## config.mk

```make
export PLATFORM = sky130hd
export DESIGN_NAME = ram_arbiter_2p
export DESIGN_NICKNAME = d
export VERILOG_FILES = /design/src/rtl/ram_arbiter_2p.sv
export SDC_FILE = /design/constraint.sdc
export NUM_CORES = 1
export LEC_CHECK = 0
export ABC_AREA = 1
export BUFFER_PORTS_ARGS = -buffer_cell sky130_fd_sc_hd__buf_2
export CAP_MARGIN = 15
export CORE_MARGIN = 2
export CORE_UTILIZATION = 40
export DETAILED_ROUTE_END_ITERATION = 6
export HOLD_SLACK_MARGIN = 0.1
export PLACE_DENSITY_LB_ADDON = 0.15
export SYNTH_ARGS = -nofsm -noshare
export SYNTH_HDL_FRONTEND = slang
export SYNTH_SLANG_ARGS = --single-unit
```

## constraint.sdc

```tcl
create_clock -name clk -period 3.4 [get_ports clk]
set_clock_uncertainty 0.2 [all_clocks]
set_input_delay 0.68 -clock clk [delete_from_list [all_inputs] [get_ports clk]]
set_output_delay 0.68 -clock clk [all_outputs]
set_load 0.01 [all_outputs]
```

## src/rtl/ram_arbiter_2p.sv

```systemverilog
// Two-requester round-robin front end for a single-port RAM with registered read.
// Commands are granted combinationally, launched to the RAM one cycle later, read data routed back after two.
module ram_arbiter_2p #(
  parameter int DATA_W = 8,
  parameter int ADDR_W = 6
) (
  input  logic              clk,
  input  logic              rst,

  input  logic              req0_valid,
  input  logic              req0_we,
  input  logic [ADDR_W-1:0] req0_addr,
  input  logic [DATA_W-1:0] req0_wdata,
  output logic              req0_ready,
  output logic              req0_rvalid,
  output logic [DATA_W-1:0] req0_rdata,

  input  logic              req1_valid,
  input  logic              req1_we,
  input  logic [ADDR_W-1:0] req1_addr,
  input  logic [DATA_W-1:0] req1_wdata,
  output logic              req1_ready,
  output logic              req1_rvalid,
  output logic [DATA_W-1:0] req1_rdata,

  output logic [DATA_W-1:0] ram_data,
  output logic [ADDR_W-1:0] ram_addr,
  output logic              ram_we,
  input  logic [DATA_W-1:0] ram_q
);

  // ptr names the requester that wins when both are valid
  logic ptr;
  logic acc0, acc1, acc, sel;
  logic win_we;
  logic [ADDR_W-1:0] win_addr;
  logic [DATA_W-1:0] win_wdata;

  logic rd_v1, rd_id1;
  logic rd_v2, rd_id2;

  assign req0_ready = req0_valid & (~req1_valid | ~ptr);
  assign req1_ready = req1_valid & (~req0_valid |  ptr);

  assign acc0 = req0_valid & req0_ready;
  assign acc1 = req1_valid & req1_ready;
  assign acc  = acc0 | acc1;
  assign sel  = acc1;

  assign win_we    = sel ? req1_we    : req0_we;
  assign win_addr  = sel ? req1_addr  : req0_addr;
  assign win_wdata = sel ? req1_wdata : req0_wdata;

  always_ff @(posedge clk or posedge rst) begin
    if (rst) begin
      ram_we   <= 1'b0;
      ram_addr <= '0;
      ram_data <= '0;
      ptr      <= 1'b0;
      rd_v1    <= 1'b0;
      rd_id1   <= 1'b0;
      rd_v2    <= 1'b0;
      rd_id2   <= 1'b0;
    end else begin
      ram_we <= acc & win_we;
      if (acc) begin
        ram_addr <= win_addr;
        ram_data <= win_wdata;
        ptr      <= ~sel;
      end
      // stage 1 lines up with the address on the RAM pins, stage 2 with ram_q
      rd_v1  <= acc & ~win_we;
      rd_id1 <= sel;
      rd_v2  <= rd_v1;
      rd_id2 <= rd_id1;
    end
  end

  assign req0_rvalid = rd_v2 & ~rd_id2;
  assign req1_rvalid = rd_v2 &  rd_id2;
  assign req0_rdata  = req0_rvalid ? ram_q : '0;
  assign req1_rdata  = req1_rvalid ? ram_q : '0;

endmodule

```

# ---- Word-level counts from Yosys, hierarchy flattened
# Cells that the tools add are included.
dict set report totals {
  ff_bits 20
  latchBits 0
  ram_bits 0
  rom_bits 0
  n_memories 0
}
dict set report op_classes {
  n_addsub 0
  multipliers 0
  div_mod_pow 0
  order_cmp 0
  eq_ne 0
  shift 0
  n_mux 5
  bitwise 17
  n_reduce_logical 0
}
# cell count
set ops {}
lappend ops {{$mux W8} 3}
lappend ops {{$and A1 B1 Y1} 8}
lappend ops {{$mux W6} 1}
lappend ops {{$not A1 Y1} 6}
lappend ops {{$or A1 B1 Y1} 3}
lappend ops {{$mux W1} 1}

# ---- Depth between registers and ports, before layout
# Gate-level depths: netlist of the first run.
dict set report depth {
  word_depth 7
  ltp_mapped 8
  ltp_nobuf 6
}

# ---- Least setup slack after synthesis of the first run
# OpenSTA, ideal clock, no wires.
dict set report synth_path {
  path_type {in2out}
  from {input port req0_valid}
  to {output port req1_ready}
  arrival_ns 1.197
  required_ns 2.520
  setup_slack_ns 1.323
  path_stages 5
  n_path_buf 2
  cell_sequence {buf_6 inv_4 nand2_4 buf_4 nand2_1}
}
dict set report synth_between {
  elab_chain_len 3
}
# item line_no
set synth_rtl {}
lappend synth_rtl {{start: declaration} 10} ;# input logic req0_valid,
lappend synth_rtl {{$not A1 Y1} 43} ;# assign req1_ready = req1_valid & (~req0_valid | ptr);
lappend synth_rtl {{$or A1 B1 Y1} 43}
lappend synth_rtl {{$and A1 B1 Y1} 43}
lappend synth_rtl {{end: declaration} 22} ;# output logic req1_ready,
# Every way passes these cells.

# ---- Final worst setup path of the first run
# Same ends and word-level chain as after synthesis.

==> results of run 1 <==
[metal layers]
metal	track usage (%)	wire length [um]	vias up
met5	0	0	-
met4	6.818	17	0
li1	-	-	660
met1	21.99	1350	520
met3	3.493	283	2
met2	30.30	1373	58
[kinds of logic after synthesis]
| family | count (synthesis) |
|---|---|
| flops | 20 |
| simple gates | 116 |
| compound gates | 2 |
| buf+inv | 39 |
[state kept, by name, summed over array words and instances, names as in the netlist]
name,count
ptr,1
ram_addr,6
ram_data,8
ram_we,1
rd_id1,1
rd_id2,1
rd_v1,1
rd_v2,1
[power by group]
group | internal [mW] | switching [mW] | leakage [nW]
combinational | 0.0807 | 0.122 | 0.812
sequential | 0.271 | 0.0179 | 0.235
clock | 0.0653 | 0.0741 | 0.0210
[path summary, 6_finish.rpt]
path,to,cells past startpoint,start
max reg2reg,ram_addr[3],5,ptr
max in group asynchronous,ptr,2,rst
max,req1_ready,5,req0_valid
min,rd_v2,0,rd_v1
min in group asynchronous,ram_data[2],2,rst
min reg2reg,rd_v2,0,rd_v1
[layout make-up]
class | instances | area (um^2)
clock buffer | 4 | 36.28
fill | 299 | 1368
inverter | 32 | 125.1
multi-input combinational | 118 | 526.8
sequential | 20 | 500.5
tap | 33 | 41.29
timing repair buffer | 76 | 380.4
[synthesized netlist by cell type]
cell and instances:
buf_12 1, o21ai_0 1, nand2_2 9, inv_4 2, buf_2 1, nand2_4 3
buf_6 3, nand2_1 66, a21oi_1 1, buf_4 2, dfrtp_1 20, nor2_1 19
nand3_4 1, inv_1 30, nand3_1 18
[metrics by stage]
step	setup WS (ns)	cell area (um^2)	hold WS [ns]
after floorplan	1.323	1226	0.1312
after global placement	1.114	1574	0.1350
after detailed placement	1.083	1574	0.1395
after CTS	1.081	1610	0.1663
after global routing	1.012	1610	0.1690
final	1.089	1610	0.1604
[critical path: cells and delay by family]
kind | cells | cell delay [ns]
simple gates | 2 | 0.25
buf+inv | 3 | 0.49
==> metrics.txt, run 1 <==
run status complete, no violations; unrepaired setup endpoints after global routing no; crit share post-route 67.97%; H-tree Lvls 1; critical path endpoint category output port; Worst Hold Class register to register; Die H 59.37 um; antenna cells 0; TritonCTS clock tree yes; std cell rows 20; I/O Pins 77; post-synth top area cell dfrtp_1; final net count 293; crit path DAT 1.43 ns; grt ovf 0; vias per inst 4.382; Yosys cell types 15; max_cap viols 0; via count 1240; Detailed Place HPWL 2293 um; most common cell after layout, fill and taps aside buf_2; core area 2978 um^2; Sink Count 20; root buf cell clkbuf_4; cell leakage power 1.068 nW; number of global-route vias before repair 1085; area delta synth->final 31.33%; Util after Layout 54.08%; Final Max Slew Viols 0; Mapped Nets about 220; final WL about 3000 um; Final min period 2.311 ns; number of DRC markers in iteration 0 49; total chip power 0.6313 mW; Synth top area share approximately two fifths; Final Non-Filler Cells 283; DRC 0; Num CTS Buffers 3; Peak Freq roughly 0.43 GHz; XOR/XNOR Fraction of Synth Area 0%; share of cells above drive strength 1 38.00%; Antenna Nets Post-Route 0; slowest cell delay on critical path 0.27 ns; Synth Cell Area 1226 um^2; initial antenna violation count 0; sequential element share of the synthesized area between 40 and 50%; largest family of logic cells by synthesized area simple AND/OR/NAND/NOR gates; clock slew at reported path FFs between 0.1 and 0.15 ns; placed cells 279; setup bufs post-CTS 0; Synth Instances 177; Post-Synth Adder-Cell Area 0%; final hold vios 0; CP cell instances buf_2 -> inv_4 -> nand2_4 -> nand2_1 -> buf_2; Synth Area in Simple Gates about 42%; PostCTS Resize Cnt 0; WS Path Type input port to output port; most frequent cells in the layout buf_2 (76), nand2_1 (66), inv_1 (30); Peak VDD IR between 150 and 200 uV; R2R Setup Slk 2.06 ns; Worst EP required approximately 2.5 ns; Synth Register Bits 20; clk buf depth 2; Worst-Margin Slew 0.7486 ns; startpoint types input port; Slew headroom about half; crit-path most repeated cell buf_2; Initial Util between 40% and 50%; PortBufs 76; DR WL/cell 10.69 um; Die ar. 3524 um^2; global-route wire length before repair 4705 um; Global Route Usage Sum 17.77%; Die W a little under 60 um; largest net degree at the start of global routing 21; syn avg cell area 6.928 um^2; slowest library cell on the worst path buf_2; Synth area leaders dfrtp_1 (41%), nand2_1 (20%), inv_1 (9.2%); hold buffer count at CTS 0; Compound-Gate Fraction of Synth Area less than 1%; DRT Pass-1 Iters 4; Clock Latency Late Sink 0.29 ns; Pwr per Cell Area 392.0 nW/um^2; worst-path fanout max 18; final number of setup-violating endpoints 0; warnings from Yosys 0; mux cell area share after synthesis 0%; gpl congestion roughly 0.79; sum of negative setup slack 0 ns
(Power assumes the default switching activity.)
==> run 2: changes to the inputs <==
ABC_AREA = 0   (was 1)
CORE_UTILIZATION = 37   (was 40)
clock period = 1.9 ns   (was 3.4 ns; I/O delays follow)
==> metrics.txt, run 2 <==
final WL 3139 um (+3.8%); Post-synth ARST share 100.0% (unchanged); Worst Hold Class input port to register; core area 2978 um^2 (unchanged); crit share post-route 94.71%; slowest cell delay on critical path 0.47 ns (+0.20 ns); hold wc startpoint req0_addr[2]; number of global-route vias before repair 1201 (+11%); max_cap viols 0 (unchanged); Synth Cell Area 1127 um^2 (-8.1%); Reg2Reg Depth 3 (-2); crit path DAT 1.22 ns (-0.21 ns); area delta synth->final 44.73%; Clock Power Share 22.4% (+0.3 points); run status complete, no violations; Final Cell Area 1632 um^2 (+1.3%); Die H 59.20 um (-0.28%); most common cell after layout, fill and taps aside buf_2; Die ar. 3505 um^2 (-0.56%); met3 WL 201 um (-29%); H-tree Lvls 1 (unchanged); Final min period 1.800 ns; Synth area leaders dfrtp_1 (44%), mux2i_1 (12%), and3_1 (12%); met2 WL 1623 um (+18%); Detailed Place HPWL 2332 um (+1.7%); final hold vios 0 (unchanged); reg2reg end rd_v1; Min Hold Slack 0.1062 ns (-0.05426 ns); Synth Register Bits 20 (unchanged); crit path from rd_v2; Final Max Slew Viols 0 (unchanged); Pwr per Cell Area 679.8 nW/um^2 (+73%); vias per inst 5.206 (+19%); hold path depth 3 (+3); root buf cell clkbuf_4; antenna cells 0 (unchanged); share of cells above drive strength 1 45.37% (+7.4 points); global-route wire length before repair 5140 um (+9.2%); R2R Setup Slk 0.28 ns (-1.78 ns); gpl congestion 0.6660 (-16%); Mapped Nets 164 (-25%); unrepaired setup endpoints after global routing no; sequential power share 46.2% (+0.4 points); sw frac 31.07% (-2.8 points); CP cell instances buf_4 -> and3_1 -> buf_2; ys flop type dfrtp_1; WS Path Type register to output port; cell leakage power 0.9726 nW (-8.9%); Buf/Inv on CP 2 (-1); Worst Hold End ram_addr[2]; Initial Util 37.86% (-3.3 points); Synth top area share 44.40% (+3.6 points); syn avg cell area 9.240 um^2 (+33%); most frequent cells in the layout buf_2 (76), and3_1 (22), dfrtp_1 (18); met1 WL 1295 um (-4.1%); Antenna Nets Post-Route 0 (unchanged); post-synth top area cell dfrtp_1; initial antenna violation count 0 (unchanged); Top Registers ram_data: 8 flops, ram_addr: 6 flops; final number of setup-violating endpoints 0 (unchanged); logic gate share of total power 31.4% (-0.7 points); Top reg by flops ram_data; clk buf depth 2 (unchanged); startpoint types register; Peak VDD IR 292.4 uV (+73%); Yosys cell types 20 (+5); Die W 59.20 um (-0.28%); std cell rows 20 (unchanged); Crit Reg-Reg Startpoint ptr; Global Route Usage Sum 18.60% (+0.83 points); Post-synth EDFFs 0 (unchanged); placed inst area 1533 um^2 (-2.6%); grt ovf 0 (unchanged); Final Non-Filler Cells 238 (-16%); placed cells 227 (-19%); sequential element share of the synthesized area 44.40% (+3.6 points); DR WL/cell 13.19 um (+23%); DRC 0 (unchanged); Top Metal Used met4; max reg flops 8 (unchanged); count leader, synth and3_1; PortBufs 76 (unchanged); largest net degree at the start of global routing 29 (+38%); DRT Pass-1 Iters 4 (unchanged); Peak Freq around 0.56 GHz; Num CTS Buffers 3 (unchanged); via count 1239 (-0.081%); Crit path max-delay family flip-flops; internal cell power 0.7645 mW (+83%); number of DRC markers in iteration 0 43 (-12%); switching power 0.3447 mW (+61%); Worst-Margin Slew 0.3488 ns (-0.3998 ns); Sink Count 20 (unchanged); Worst EP required 1.32 ns (-1.20 ns); Clock Latency Late Sink 0.30 ns (about the same); I/O Pins 77 (unchanged); TritonCTS clock tree yes; Post-synth top cells and3_1 (22), dfrtp_1 (20), a31oi_1 (14), mux2i_1 (14), o21ai_1 (11); sum of negative setup slack 0 ns (unchanged); critical path endpoint category output port; slowest library cell on the worst path dfrtp_2; Synth Instances 122 (-31%); Fillers 290 (-3.0%); warnings from Yosys 0 (unchanged); Util after Layout 54.79% (+0.71 points); Slew headroom 76.72% (+27 points); final net count 248 (-15%); worst-path fanout max 9 (-9); clock slew at reported path FFs 0.12 ns (about the same)
-- run 2: cell types whose count changed after synthesis, moves of 3 or more --
cell,before,now
a31oi_1,0,14
mux2i_1,0,14
and3_1,0,22
nand3_1,18,0
inv_1,30,6
nand2_4,3,0
clkbuf_1,0,3
o21ai_0,1,4
nand2_2,9,1
and2_1,0,3
o21ai_1,0,11
nor2_1,19,6
nand2_1,66,7
-- run 2: worst min-delay path, cell delays in order --
cell and delay [ns]:
buf_2 0.08, a31oi_1 0.06, o21ai_0 0.06
-- run 2: metrics by stage --
stage | worst slack (ns) | total power, mW
after floorplan | 0.4587 | 0.7042
after global routing | 0.01087 | 1.185
after global placement | 0.3220 | 0.8418
after detailed placement | 0.2892 | 0.8554
after CTS | 0.01719 | 1.112
final | 0.1005 | 1.109
-- run 2: power by group through the flow --
stage | sequential, mW | clock [mW] | combinational, mW
floorplan | 0.539 | 0 | 0.166
global placement | 0.520 | 0 | 0.322
detailed placement | 0.524 | 0 | 0.332
CTS | 0.516 | 0.257 | 0.339
global route | 0.521 | 0.271 | 0.394
finish | 0.512 | 0.249 | 0.348
-- run 2: final cells by class --
type	count	area, um^2	share of cell area (%)
Clock buffer	4	36.28	2.224
Inverter	6	22.52	1.380
Multi-Input combinational cell	86	543.0	33.28
Sequential cell	20	503.0	30.83
Tap cell	33	41.29	2.531
Timing Repair Buffer	89	485.5	29.75
-- run 2: cell families (layout without fill, tap and decap cells) --
kind of cell,count (synthesis),count (layout),share of synthesized area (%)
and+or+nand+nor,40,40,19.31
AOI/OAI and AO/OA,32,32,16.43
DFF,20,20,44.40
buffers and inverters,16,99,7.435
muxes,14,14,12.43
-- run 2: per-layer routing --
layer	global-route usage, %	up-vias
li1	-	602
met1	24.38	589
met2	32.03	46
met3	2.402	2
met4	5.195	0
met5	0	-
-- run 2: what timing repair did --
item                                    4_1_cts  5_1_grt
setup buffers                                 0        4
endpoints found under the setup margin        2        8
hold endpoints to repair                      9        0
hold buffers                                  3        0
gates resized for setup                       1        1
-- run 2: worst max path at each step --
stage	cells past startpoint	slack (ns)	endpoint
CTS	3	0.02	req0_rdata[7]
floorplan	2	0.46	req1_rdata[5]
global route	3	0.01	req0_rdata[7]
global placement	5	0.32	req1_ready
detailed placement	5	0.29	req1_ready
finish	3	0.10	req1_rdata[2]
==> run 3: changes to the inputs <==
CORE_UTILIZATION = 40   (was 37)
RECOVER_POWER = 50   (was default)
SKIP_LAST_GASP = 1   (was default)
clock period = 2.3 ns   (was 1.9 ns; I/O delays follow)
==> metrics.txt, run 3 (synthesis results as in run 2) <==
Peak Freq 0.4951 GHz; number of global-route vias before repair 1109 (-7.7%); final hold vios 0 (unchanged); Sink Count 20 (unchanged); sum of negative setup slack 0 ns (unchanged); run status complete, no violations; Final min period 2.020 ns; Initial Util 41.60% (+3.7 points); total chip power 0.8737 mW (-21%); Final Max Slew Viols 0 (unchanged); Die H 57.09 um (-3.6%); Peak VDD IR 425.5 uV (+45%); crit path DAT 1.36 ns (+0.14 ns); Worst Hold End rd_v1; worst-path fanout max 17 (+8); Antenna Nets Post-Route 0 (unchanged); Top reg by flops ram_data; WS Path Type register to output port; DRT Pass-1 Iters 4 (unchanged); Slew headroom 49.74% (-27 points); grt ovf 0 (unchanged); final WL 2955 um (-5.9%); critical path endpoint category output port; DRC 0 (unchanged); H-tree Lvls 1 (unchanged); TritonCTS clock tree yes; Top Registers ram_data: 8 flops, ram_addr: 6 flops; Worst EP required 1.64 ns (+0.32 ns); unrepaired setup endpoints after global routing no; antenna cells 0 (unchanged); Num CTS Buffers 3 (unchanged); core area 2710 um^2 (-9.0%); most frequent cells in the layout buf_2 (61), and3_1 (22), dfrtp_1 (20); hold path depth 2 (-1); max reg flops 8 (unchanged); vias per inst 5.128 (-1.5%); Detailed Place HPWL 2153 um (-7.7%); Worst Hold Class input port to register; cell leakage power 0.8843 nW (-9.1%); share of cells above drive strength 1 34.69% (-11 points); global-route wire length before repair 4802 um (-6.6%); startpoint types register; Pwr per Cell Area 570.5 nW/um^2 (-16%); largest net degree at the start of global routing 29 (unchanged); Worst-Margin Slew 0.7531 ns (+0.4043 ns); Crit Reg-Reg Startpoint ptr; std cell rows 19 (-5.0%); area delta synth->final 35.85%; final net count 239 (-3.6%); I/O Pins 77 (unchanged); number of DRC markers in iteration 0 34 (-21%); reg2reg end ram_data[2]; max_cap viols 0 (unchanged); clock slew at reported path FFs 0.10 ns (-0.02 ns); gpl congestion 0.7229 (+8.5%); crit share post-route 87.81%; Die ar. 3259 um^2 (-7.0%); R2R Setup Slk 0.47 ns (+0.19 ns); via count 1164 (-6.1%); Fillers 272 (-6.2%); PortBufs 76 (unchanged); root buf cell clkbuf_4; clk buf depth 2 (unchanged); initial antenna violation count 0 (unchanged); DR WL/cell 13.02 um (-1.3%); Clock Latency Late Sink 0.29 ns (about the same); most common cell after layout, fill and taps aside buf_2; Global Route Usage Sum 18.78% (+0.18 points); Reg2Reg Depth 4 (+1); Die W 57.09 um (-3.6%); hold wc startpoint req1_we; final number of setup-violating endpoints 0 (unchanged)
-- run 3: cell types whose count changed in the layout (fill, tap and decap cells not counted), sizes merged --
cell,previous run,this run
buf,86,63
clkbuf,4,20
dlygate4sd3,3,1
-- run 3: layout make-up --
class	instances	area [um^2]	share of cell area (%)
clock buffer	4	36.28	2.369
inverter	6	22.52	1.471
multi-input combinational	86	543.0	35.46
sequential	20	500.5	32.68
tap	31	38.79	2.533
timing repair buffer	80	390.4	25.49
-- run 3: where the power goes --
group          switching, mW  leakage, nW  internal [mW]  total (mW)
logic                  0.129        0.624          0.108       0.237
registers             0.0412        0.239          0.396       0.437
clock network          0.104       0.0210         0.0964       0.200
-- run 3: worst max-delay path by stage --
stage                start             to
floorplan           rd_id2  req1_rdata[5]
global placement       ptr     req1_ready
detailed placement   rd_v2  req0_rdata[7]
CTS                    ptr     req1_ready
global route           ptr     req1_ready
finish                 ptr     req1_ready
-- run 3: per-layer routing --
metal  track usage [%]  up-vias  share of wire (%)  routed length [um]
li1                  -      583                  -                   -
met1             24.24      522                 41                1215
met2             31.20       55                 50                1468
met3             3.175        4                8.0                 237
met4             7.973        0                1.1                  33
met5                 0        -                  0                   0
-- run 3: critical path, stage by stage (launching register included) --
cell and delay, ns:
dfrtp_1 0.57, o21ai_1 0.31, inv_1 0.06, buf_2 0.14
-- run 3: stage by stage --
step / setup slack (ns) / std cells / utilization (%) / hold slack (ns) / instance area [um^2]
floorplan: 0.7787 / 122 / - / 0.1312 / 1127
global placement: 0.6368 / 222 / 55.63 / 0.1318 / 1508
detailed placement: 0.6183 / 222 / 55.63 / 0.1364 / 1508
CTS: 0.2501 / 227 / 57.34 / 0.1397 / 1554
global route: 0.1541 / 227 / 56.51 / 0.1476 / 1531
finish: 0.2804 / 227 / 56.51 / 0.1512 / 1531
-- run 3: repair_timing --
| action | in CTS | in global routing |
|---|---|---|
| hold buffers | 1 | 0 |
| setup buffers | 0 | 0 |
| endpoints found under the hold margin | 18 | 0 |
| resized for setup | 0 | 0 |
